**config.mk**
```make
export PLATFORM = sky130hd
export DESIGN_NAME = rng_bus_port
export DESIGN_NICKNAME = d
export VERILOG_FILES = /design/src/rtl/rng_port_pkg.sv /design/src/rtl/rng_fifo.sv /design/src/rtl/rng_bus_port.sv
export SDC_FILE = /design/constraint.sdc
export NUM_CORES = 1
export LEC_CHECK = 0
export ABC_AREA = 1
export BUFFER_PORTS_ARGS = -buffer_cell sky130_fd_sc_hd__buf_2
export CAP_MARGIN = 5
export CORE_UTILIZATION = 46
export CTS_CLUSTER_DIAMETER = 200
export DETAILED_ROUTE_END_ITERATION = 6
export PLACE_DENSITY = 0.65
export REMOVE_ABC_BUFFERS = 1
export SYNTH_ARGS = -nofsm -noshare
export SYNTH_HDL_FRONTEND = slang
export SYNTH_SLANG_ARGS = --single-unit
```
**constraint.sdc**
```tcl
create_clock -name clk -period 2.75 [get_ports clk]
set_input_delay 0.275 -clock clk [delete_from_list [all_inputs] [get_ports clk]]
set_output_delay 0.275 -clock clk [all_outputs]
set_load 0.05 [all_outputs]
```
**src/rtl/rng_port_pkg.sv**
```systemverilog
// Shared register map, bit positions and reset constants for the RNG bus port.
package rng_port_pkg;

  localparam logic RNG_DATA_ADDR = 1'b0;
  localparam logic RNG_CTRL_ADDR = 1'b1;

  localparam int CTRL_EN_BIT     = 0;
  localparam int CTRL_FLUSH_BIT  = 1;
  localparam int CTRL_IRQ_EN_BIT = 2;

  localparam int ST_FULL_BIT      = 7;
  localparam int ST_EMPTY_BIT     = 6;
  localparam int ST_UNDERFLOW_BIT = 5;
  localparam int ST_IRQ_EN_BIT    = 4;
  localparam int ST_EN_BIT        = 3;

  localparam logic [7:0] RNG_CTRL_RST  = 8'h01;
  localparam logic [7:0] RNG_RDATA_RST = 8'h00;

  function automatic logic [7:0] pack_status(input logic full, input logic empty,
                                             input logic underflow, input logic irq_en,
                                             input logic en, input logic [2:0] count);
    logic [7:0] s;
    s                   = 8'h00;
    s[ST_FULL_BIT]      = full;
    s[ST_EMPTY_BIT]     = empty;
    s[ST_UNDERFLOW_BIT] = underflow;
    s[ST_IRQ_EN_BIT]    = irq_en;
    s[ST_EN_BIT]        = en;
    s[2:0]              = count;
    return s;
  endfunction

endpackage

```
**src/rtl/rng_fifo.sv**
```systemverilog
// Small byte FIFO for sampled RNG values; a pop frees the slot for a same-cycle push.
module rng_fifo #(
  parameter int DEPTH = 4
) (
  input  logic       clk,
  input  logic       reset,
  input  logic       push,
  input  logic       pop,
  input  logic       flush,
  input  logic [7:0] din,
  output logic [7:0] dout,
  output logic [2:0] count,
  output logic       full,
  output logic       empty
);

  localparam int AW = (DEPTH > 2) ? 2 : 1;

  logic [7:0]    mem [DEPTH];
  logic [AW-1:0] rptr;
  logic [AW-1:0] wptr;
  logic          do_push;
  logic          do_pop;

  assign full    = (count == 3'(DEPTH));
  assign empty   = (count == 3'd0);
  assign do_pop  = pop & ~empty & ~flush;
  assign do_push = push & (~full | do_pop) & ~flush;
  assign dout    = mem[rptr];

  // Storage is intentionally left unreset.
  always_ff @(posedge clk) begin
    if (do_push) mem[wptr] <= din;
  end

  always_ff @(posedge clk) begin
    if (reset || flush) begin
      rptr  <= '0;
      wptr  <= '0;
      count <= 3'd0;
    end else begin
      if (do_push) wptr <= wptr + 1'b1;
      if (do_pop)  rptr <= rptr + 1'b1;
      case ({do_push, do_pop})
        2'b10:   count <= count + 3'd1;
        2'b01:   count <= count - 3'd1;
        default: ;
      endcase
    end
  end

endmodule

```
**src/rtl/rng_bus_port.sv**
```systemverilog
// CPU-facing RNG port: sample divider, DATA/STATUS-CTRL decode and registered rdata.
// Optional interrupt output is built when RNG_PORT_IRQ_EN is defined.
module rng_bus_port
  import rng_port_pkg::*;
#(
  parameter int DEPTH      = 4,
  parameter int SAMPLE_DIV = 8
) (
  input  logic       clk,
  input  logic       reset,
  input  logic [7:0] rng_in,
  input  logic       cs,
  input  logic       addr,
  input  logic       rd,
  input  logic       wr,
  input  logic [7:0] wdata,
  output logic [7:0] rdata
`ifdef RNG_PORT_IRQ_EN
  ,
  output logic       irq
`endif
);

  logic [7:0] div_cnt;
  logic       en;
  logic       underflow;
  logic       irq_en_bit;
  logic       data_rd;
  logic       stat_rd;
  logic       ctrl_wr;
  logic       flush;
  logic       sample;
  logic [7:0] fifo_dout;
  logic [2:0] fifo_count;
  logic       fifo_full;
  logic       fifo_empty;
  logic [7:0] status;

  assign data_rd = cs & rd & (addr == RNG_DATA_ADDR);
  assign stat_rd = cs & rd & (addr == RNG_CTRL_ADDR);
  assign ctrl_wr = cs & wr & (addr == RNG_CTRL_ADDR);
  assign flush   = ctrl_wr & wdata[CTRL_FLUSH_BIT];
  assign sample  = en & (div_cnt == 8'(SAMPLE_DIV - 1));
  assign status  = pack_status(fifo_full, fifo_empty, underflow, irq_en_bit, en, fifo_count);

  rng_fifo #(.DEPTH(DEPTH)) u_fifo (
    .clk   (clk),
    .reset (reset),
    .push  (sample),
    .pop   (data_rd),
    .flush (flush),
    .din   (rng_in),
    .dout  (fifo_dout),
    .count (fifo_count),
    .full  (fifo_full),
    .empty (fifo_empty)
  );

  always_ff @(posedge clk) begin
    if (reset) begin
      div_cnt   <= 8'd0;
      en        <= RNG_CTRL_RST[CTRL_EN_BIT];
      underflow <= 1'b0;
      rdata     <= RNG_RDATA_RST;
    end else begin
      if (flush || !en || sample) div_cnt <= 8'd0;
      else                        div_cnt <= div_cnt + 8'd1;

      if (ctrl_wr) en <= wdata[CTRL_EN_BIT];

      // Registers are sampled before any same-cycle write lands.
      if (data_rd)      rdata <= fifo_empty ? 8'h00 : fifo_dout;
      else if (stat_rd) rdata <= status;

      if (data_rd && fifo_empty && !flush) underflow <= 1'b1;
      else if (stat_rd)                    underflow <= 1'b0;
    end
  end

`ifdef RNG_PORT_IRQ_EN
  logic irq_en;

  always_ff @(posedge clk) begin
    if (reset) begin
      irq_en <= RNG_CTRL_RST[CTRL_IRQ_EN_BIT];
      irq    <= 1'b0;
    end else begin
      if (ctrl_wr) irq_en <= wdata[CTRL_IRQ_EN_BIT];
      irq <= irq_en & ~fifo_empty;
    end
  end

  assign irq_en_bit = irq_en;

  logic unused_wdata;
  assign unused_wdata = &{1'b0, wdata[7:3]};
`else
  assign irq_en_bit = 1'b0;

  logic unused_wdata;
  assign unused_wdata = &{1'b0, wdata[7:2]};
`endif

endmodule
```
# Word level (Yosys, flattened, before mapping)
# Memory sizes are Yosys's and may differ from the RTL's. A register that Yosys moved wholly into a read port is not among the register bits.
# Index checks and enable logic that the tools add are counted.
[word_totals]
reg_bits = 25
ramBits = 32
output_inout_bits = 8
word_cells = 55
mem_count = 1
[classes]
add_sub_neg = 5
eq_ne = 4
mux = 10
bitwise_logic = 16
reduce_logical = 12
[mem_list]
columns = ["name", "depth", "width", "rd", "rd_ports_with_merged_regs", "wr", "line", "rtl"]
rows = [
  ["u_fifo.mem", 4, 8, 1, 1, 1, "rng_fifo.sv:19", "logic [7:0] mem [DEPTH];"],
]
[ops]
columns = ["operator", "count"]
rows = [
  ["two-way mux 8 bit", 3],
  ["bitwise AND 1 bit", 11],
  ["adder 8 x 1 -> 8 bit, second input constant", 1],
  ["== test 8 x 3 -> 1 bit, second input constant", 1],
  ["case mux 3 bit (2 select lines)", 1],
  ["nonzero test 2 bit", 3],
  ["adder 2 x 1 -> 2 bit, second input constant", 2],
  ["two-way mux 1 bit", 4],
  ["two-way mux 2 bit", 2],
  ["NOT 1 bit", 4],
  ["adder 3 x 1 -> 3 bit, second input constant", 1],
  ["== test 3 bit, second input constant", 1],
  ["zero test 3 bit", 1],
  ["logical OR 1 bit", 3],
  ["subtractor 3 x 1 -> 3 bit, second input constant", 1],
  ["== test 2 x 1 -> 1 bit, second input constant", 1],
  ["== test 2 bit, second input constant", 1],
  ["logical AND 1 bit", 2],
  ["zero test 1 bit", 2],
  ["OR reduction 2 bit", 1],
  ["OR 1 bit", 1],
]

# Longest topological paths before layout
[depth]
depth_word = 10
mapped_depth = 16

# Hierarchy
# Synthesis repeated with hierarchy kept, for this count alone.
[unflattened]
cells_unflattened = 295
area_unflattened_um2 = 2621.3
[modules_own_cells]
columns = ["module", "instances", "cells_per_inst", "area_each_um2", "seq_area_each_um2"]
rows = [
  ["rng_fifo", 1, 154, 1712.9, 1141.1],
  ["rng_bus_port", 1, 141, 908.4, 360.3],
]

# Worst setup path after synthesis
# No wires, ideal clock.
[synth_path]
path_type = "reg2reg"
startpoint = "register div_cnt[0]"
endpoint = "register u_fifo.count[1]"
setup_time_ns = 0.064
arrival_time_ns = 1.914
t_required_ns = 2.686
path_slack_ns = 0.772
stages_incl_launch_ff = 15
path_cell_list = "dfxtp_1 -> ha_1 -> nand2_1 -> inv_1 -> nand2_1 -> nor2_4 -> nand2_1 -> nor2_2 -> inv_2 -> ha_1 -> inv_1 -> fa_1 -> nor2_1 -> a21oi_1 -> nor2_1"
[synth_between]
elab_chain_len = 6
elab_cells_between_ends = 8
classes_between = "eq/ne (3); mux (1); bitwise (3); reduce/logical (1)"
[synth_rtl]
columns = ["element", "line", "rtl"]
rows = [
  ["from (decl)", "rng_bus_port.sv:24", "logic [7:0] div_cnt;"],
  ["from (signal assigned)", "rng_bus_port.sv:67", "else div_cnt <= div_cnt + 8'd1;"],
  ["== test 8 x 3 -> 1 bit *", "rng_bus_port.sv:43", "assign sample = en & (div_cnt == 8'(SAMPLE_DIV - 1));"],
  ["bitwise AND 1 bit *", "rng_bus_port.sv:43", ""],
  ["bitwise AND 1 bit * (2 in series)", "rng_fifo.sv:28", "assign do_push = push & (~full | do_pop) & ~flush;"],
  ["== test 2 x 1 -> 1 bit / == test 2 bit (equally long branches)", "rng_fifo.sv:44", "case ({do_push, do_pop})"],
  ["case mux 3 bit (2 select lines) / nonzero test 2 bit (equally long branches)", "--", ""],
  ["to (signal assigned)", "rng_fifo.sv:45", "2'b10: count <= count + 3'd1;"],
  ["to (signal assigned)", "rng_fifo.sv:46", "2'b01: count <= count - 3'd1;"],
  ["to (decl)", "rng_fifo.sv:12", "output logic [2:0] count,"],
]
# Every way passes the cells marked *; elsewhere a longest branch is shown, timed or not.
# A chain may end at the register's enable or synchronous reset.

# Worst setup path after layout
# Ends and elaborated chain as after synthesis.

==> results_dict.tcl <==
set metrics [dict create \
    clk_path_buf_depth 2 \
    max_freq_mhz 459.0 \
    via_per_inst 4.884 \
    met2RoutedLength_mm 2.174 \
    p_per_area_nw_per_um2 600.8 \
    design_area_um2 2947 \
    relSlewSlack_pct 61.56 \
    cts_resized 0 \
    drive_gt1_share_pct 18.83 \
    ys_ff_latch 59 \
    grt_util_all_layers_pct 18.35 \
    synth_area_um2 2559 \
    worst_ir_drop_vdd_uv 284.3 \
    postSynthCellCount 269 \
    worst_pin_slew_ns 0.5758 \
    setup.worst_path.class "reg2reg" \
    ys_types 27 \
    utilization_pct 56.26 \
    grt_pass1_vias 1739 \
    yosys_warnings 0 \
    synth.area.top_cells "edfxtp_1 (38%), dfxtp_1 (21%), inv_1 (6.2%), a21oi_1 (5.7%), nor2_1 (5.3%)" \
    path_max_fanout 5 \
    slew_viol_final 0 \
    postCtsHoldBufs 0 \
    pin_count 30 \
    wirelength_mm 4.718 \
    die_h_um 76.58 \
    fillers 489 \
    nets 332 \
    finalCritPeriodShare_pct 79.23 \
    cap_viol_max_count 0 \
    cts.clk_slew.worst_paths_ns 0.07 \
    synth_commonest_cells "inv_1 (42), nor2_1 (36), edfxtp_1 (32)" \
    highest_layer "met4" \
    synth_edf_count 32 \
    startpoint_type "flop" \
    critPathMostFrequentCell "nand2_1" \
    drtIter0Drc 85 \
    cp_data_arrival_time_ns 2.45 \
    die_area_um2 5865 \
    cts_tree "yes" \
    portBuffers 23 \
    dp.cells 362 \
    grt_antenna_before_repair 0 \
    power.total_w 0.001770 \
    rsz0062_at_grt "no" \
    hold_path.class "in2reg" \
    worst_ep_required_time_ns 3.03 \
    wl_per_cell_um 12.48 \
    drt_first_pass_iters 4 \
    yosysSeqAreaShare_pct 58.68 \
    cp-end-kind "flop" \
    dp_hpwl_mm 3.344 \
    setup-tns-final_ns 0 \
    core-area_um2 5238 \
    gp_congestion 0.7884 \
    dpl-instance-area_um2 2764 \
    async_reset_ff_share_pct 0 \
    vias 1846 \
    crit_path_max_incr_delay_ns 0.41 \
    leakagePower_nw 1.214 \
    post_cts_buffers 0 \
    synthFlopType "edfxtp_1" \
    grt_start_max_net_pins 20 \
    grt_pass1_wl_mm 8.031 \
    cts_root_buf "clkbuf_8" \
    initial_utilization_pct 48.85 \
    rows 26 \
    hold_viol 0 \
    area_delta_synth_final_pct 15.16 \
    critical-path-top-delay-family "adder cells" \
    period_minus_slack_ns 2.179 \
    synth.most_common_cell "inv_1" \
    met3_length_um 271 \
    path_buf_inv 3 \
    die_w_um 76.58 \
    antenna_cells 0 \
    wl_met1_mm 2.173 \
    status "completed" \
    clock_sinks 59 \
    instances_no_fill 378 \
    fin_worst_skew_ns 0.009456 \
    crit_slowest_cell "fa_1" \
    postRouteAntennaNets 0 \
    netlist.area_leader.share_pct 37.56 \
    cts-buffers-inserted 9 \
    finalSetupViolations 0 \
    drc 0 \
    htree_levels 3 \
    avgSynthCellArea_um2 9.512 \
    grt_overflow 0 \
    clk_latency_ns 0.33 \
    yosysTopAreaCell "edfxtp_1" \
    cp_cell_sequence "ha_1, nand2_1, inv_1, nand2_1, nor2_4, nand2_1, nor2_2, inv_2, ha_1, inv_1, fa_1, nor2_1, a21oi_1, nor2_1" \
]
==> report_power, final <==
part | internal, W | switching, W | total (W)
clock | 0.000406 | 0.000328 | 0.000735
combinational | 0.0000264 | 0.0000623 | 0.0000887
sequential | 0.000939 | 0.00000711 | 0.000947
total | 0.00137 | 0.000398 | 0.00177
==> cell usage in the layout (no fill, tap or decap) <==
master	netlist	routed
inv_4	1	1
buf_4	2	5
inv_1	42	42
inv_2	3	3
buf_2	1	23
xor2_1	3	3
a31oi_1	2	2
nand4_1	4	4
nand3_1	10	10
dfxtp_1	27	27
fa_1	1	1
nor2_2	3	3
o211ai_1	1	1
ha_1	6	6
a21oi_1	29	29
clkbuf_8	0	9
nor2_4	4	4
nand2_2	3	3
edfxtp_1	32	32
o21ai_1	1	1
xnor2_1	2	2
bufinv_16	0	1
clkinv_2	0	5
o21ai_0	26	26
nand3_2	1	1
nand2_1	26	26
nor2_1	36	36
clkinv_1	0	1
o31ai_1	1	1
==> through the flow <==
stage	setup slack (ns)	hold WS (ns)
detailed placement	0.5983	0.4428
global placement	0.6437	0.4295
CTS	0.5753	0.1347
finish	0.5712	0.1568
global route	0.2936	0.1442
floorplan	0.7719	0.3441
==> routing by layer <==
metal | up-vias | track usage [%]
met5 | - | 0
met4 | 0 | 11.15
met3 | 8 | 4.910
met2 | 53 | 27.75
met1 | 829 | 23.44
li1 | 956 | -
==> area by class of cell <==
| cell class | instances | area [µm²] | area share, % |
|---|---|---|---|
| multi-input cells | 159 | 847.1 | 28.75 |
| clock buffers | 9 | 123.9 | 4.204 |
| repair buffers | 28 | 152.6 | 5.180 |
| flip-flops and latches | 59 | 1501 | 50.96 |
| inverters | 46 | 175.2 | 5.945 |
| well taps | 70 | 87.58 | 2.972 |
| clock inverters | 7 | 58.81 | 1.996 |
==> flip-flops by register name (all words and copies together) (netlist names), named ones only <==
signal / flops
en: 1
u_fifo.rptr: 2
div_cnt: 8
u_fifo.count: 3
u_fifo.wptr: 2
underflow: 1
u_fifo.mem: 32
rdata: 8
==> final timing paths <==
check	from	depth (start not counted)	endpoint	slack (ns)
setup / recovery	div_cnt[0]	14	u_fifo.count[1]	0.57
hold / removal	wdata[0]	3	en	0.16
setup reg to reg	div_cnt[0]	14	u_fifo.count[1]	0.57
hold reg to reg	div_cnt[0]	1	div_cnt[0]	0.45
==> tightest hold or removal path: cells and delay by family <==
family                 cells  cell delay [ns]
AOI/OAI and AO/OA          2             0.11
buffers and inverters      1             0.07
==> kinds of logic after synthesis <==
kind of cell               share of synthesized area [%]
and+or+nand+nor                                    15.65
adders and majority gates                          3.716
DFF                                                58.68
AOI/OAI and AO/OA                                  12.03
buffers and inverters                              8.215
xor gates and xnor gates                           1.712
(Power assumes the default switching activity.)
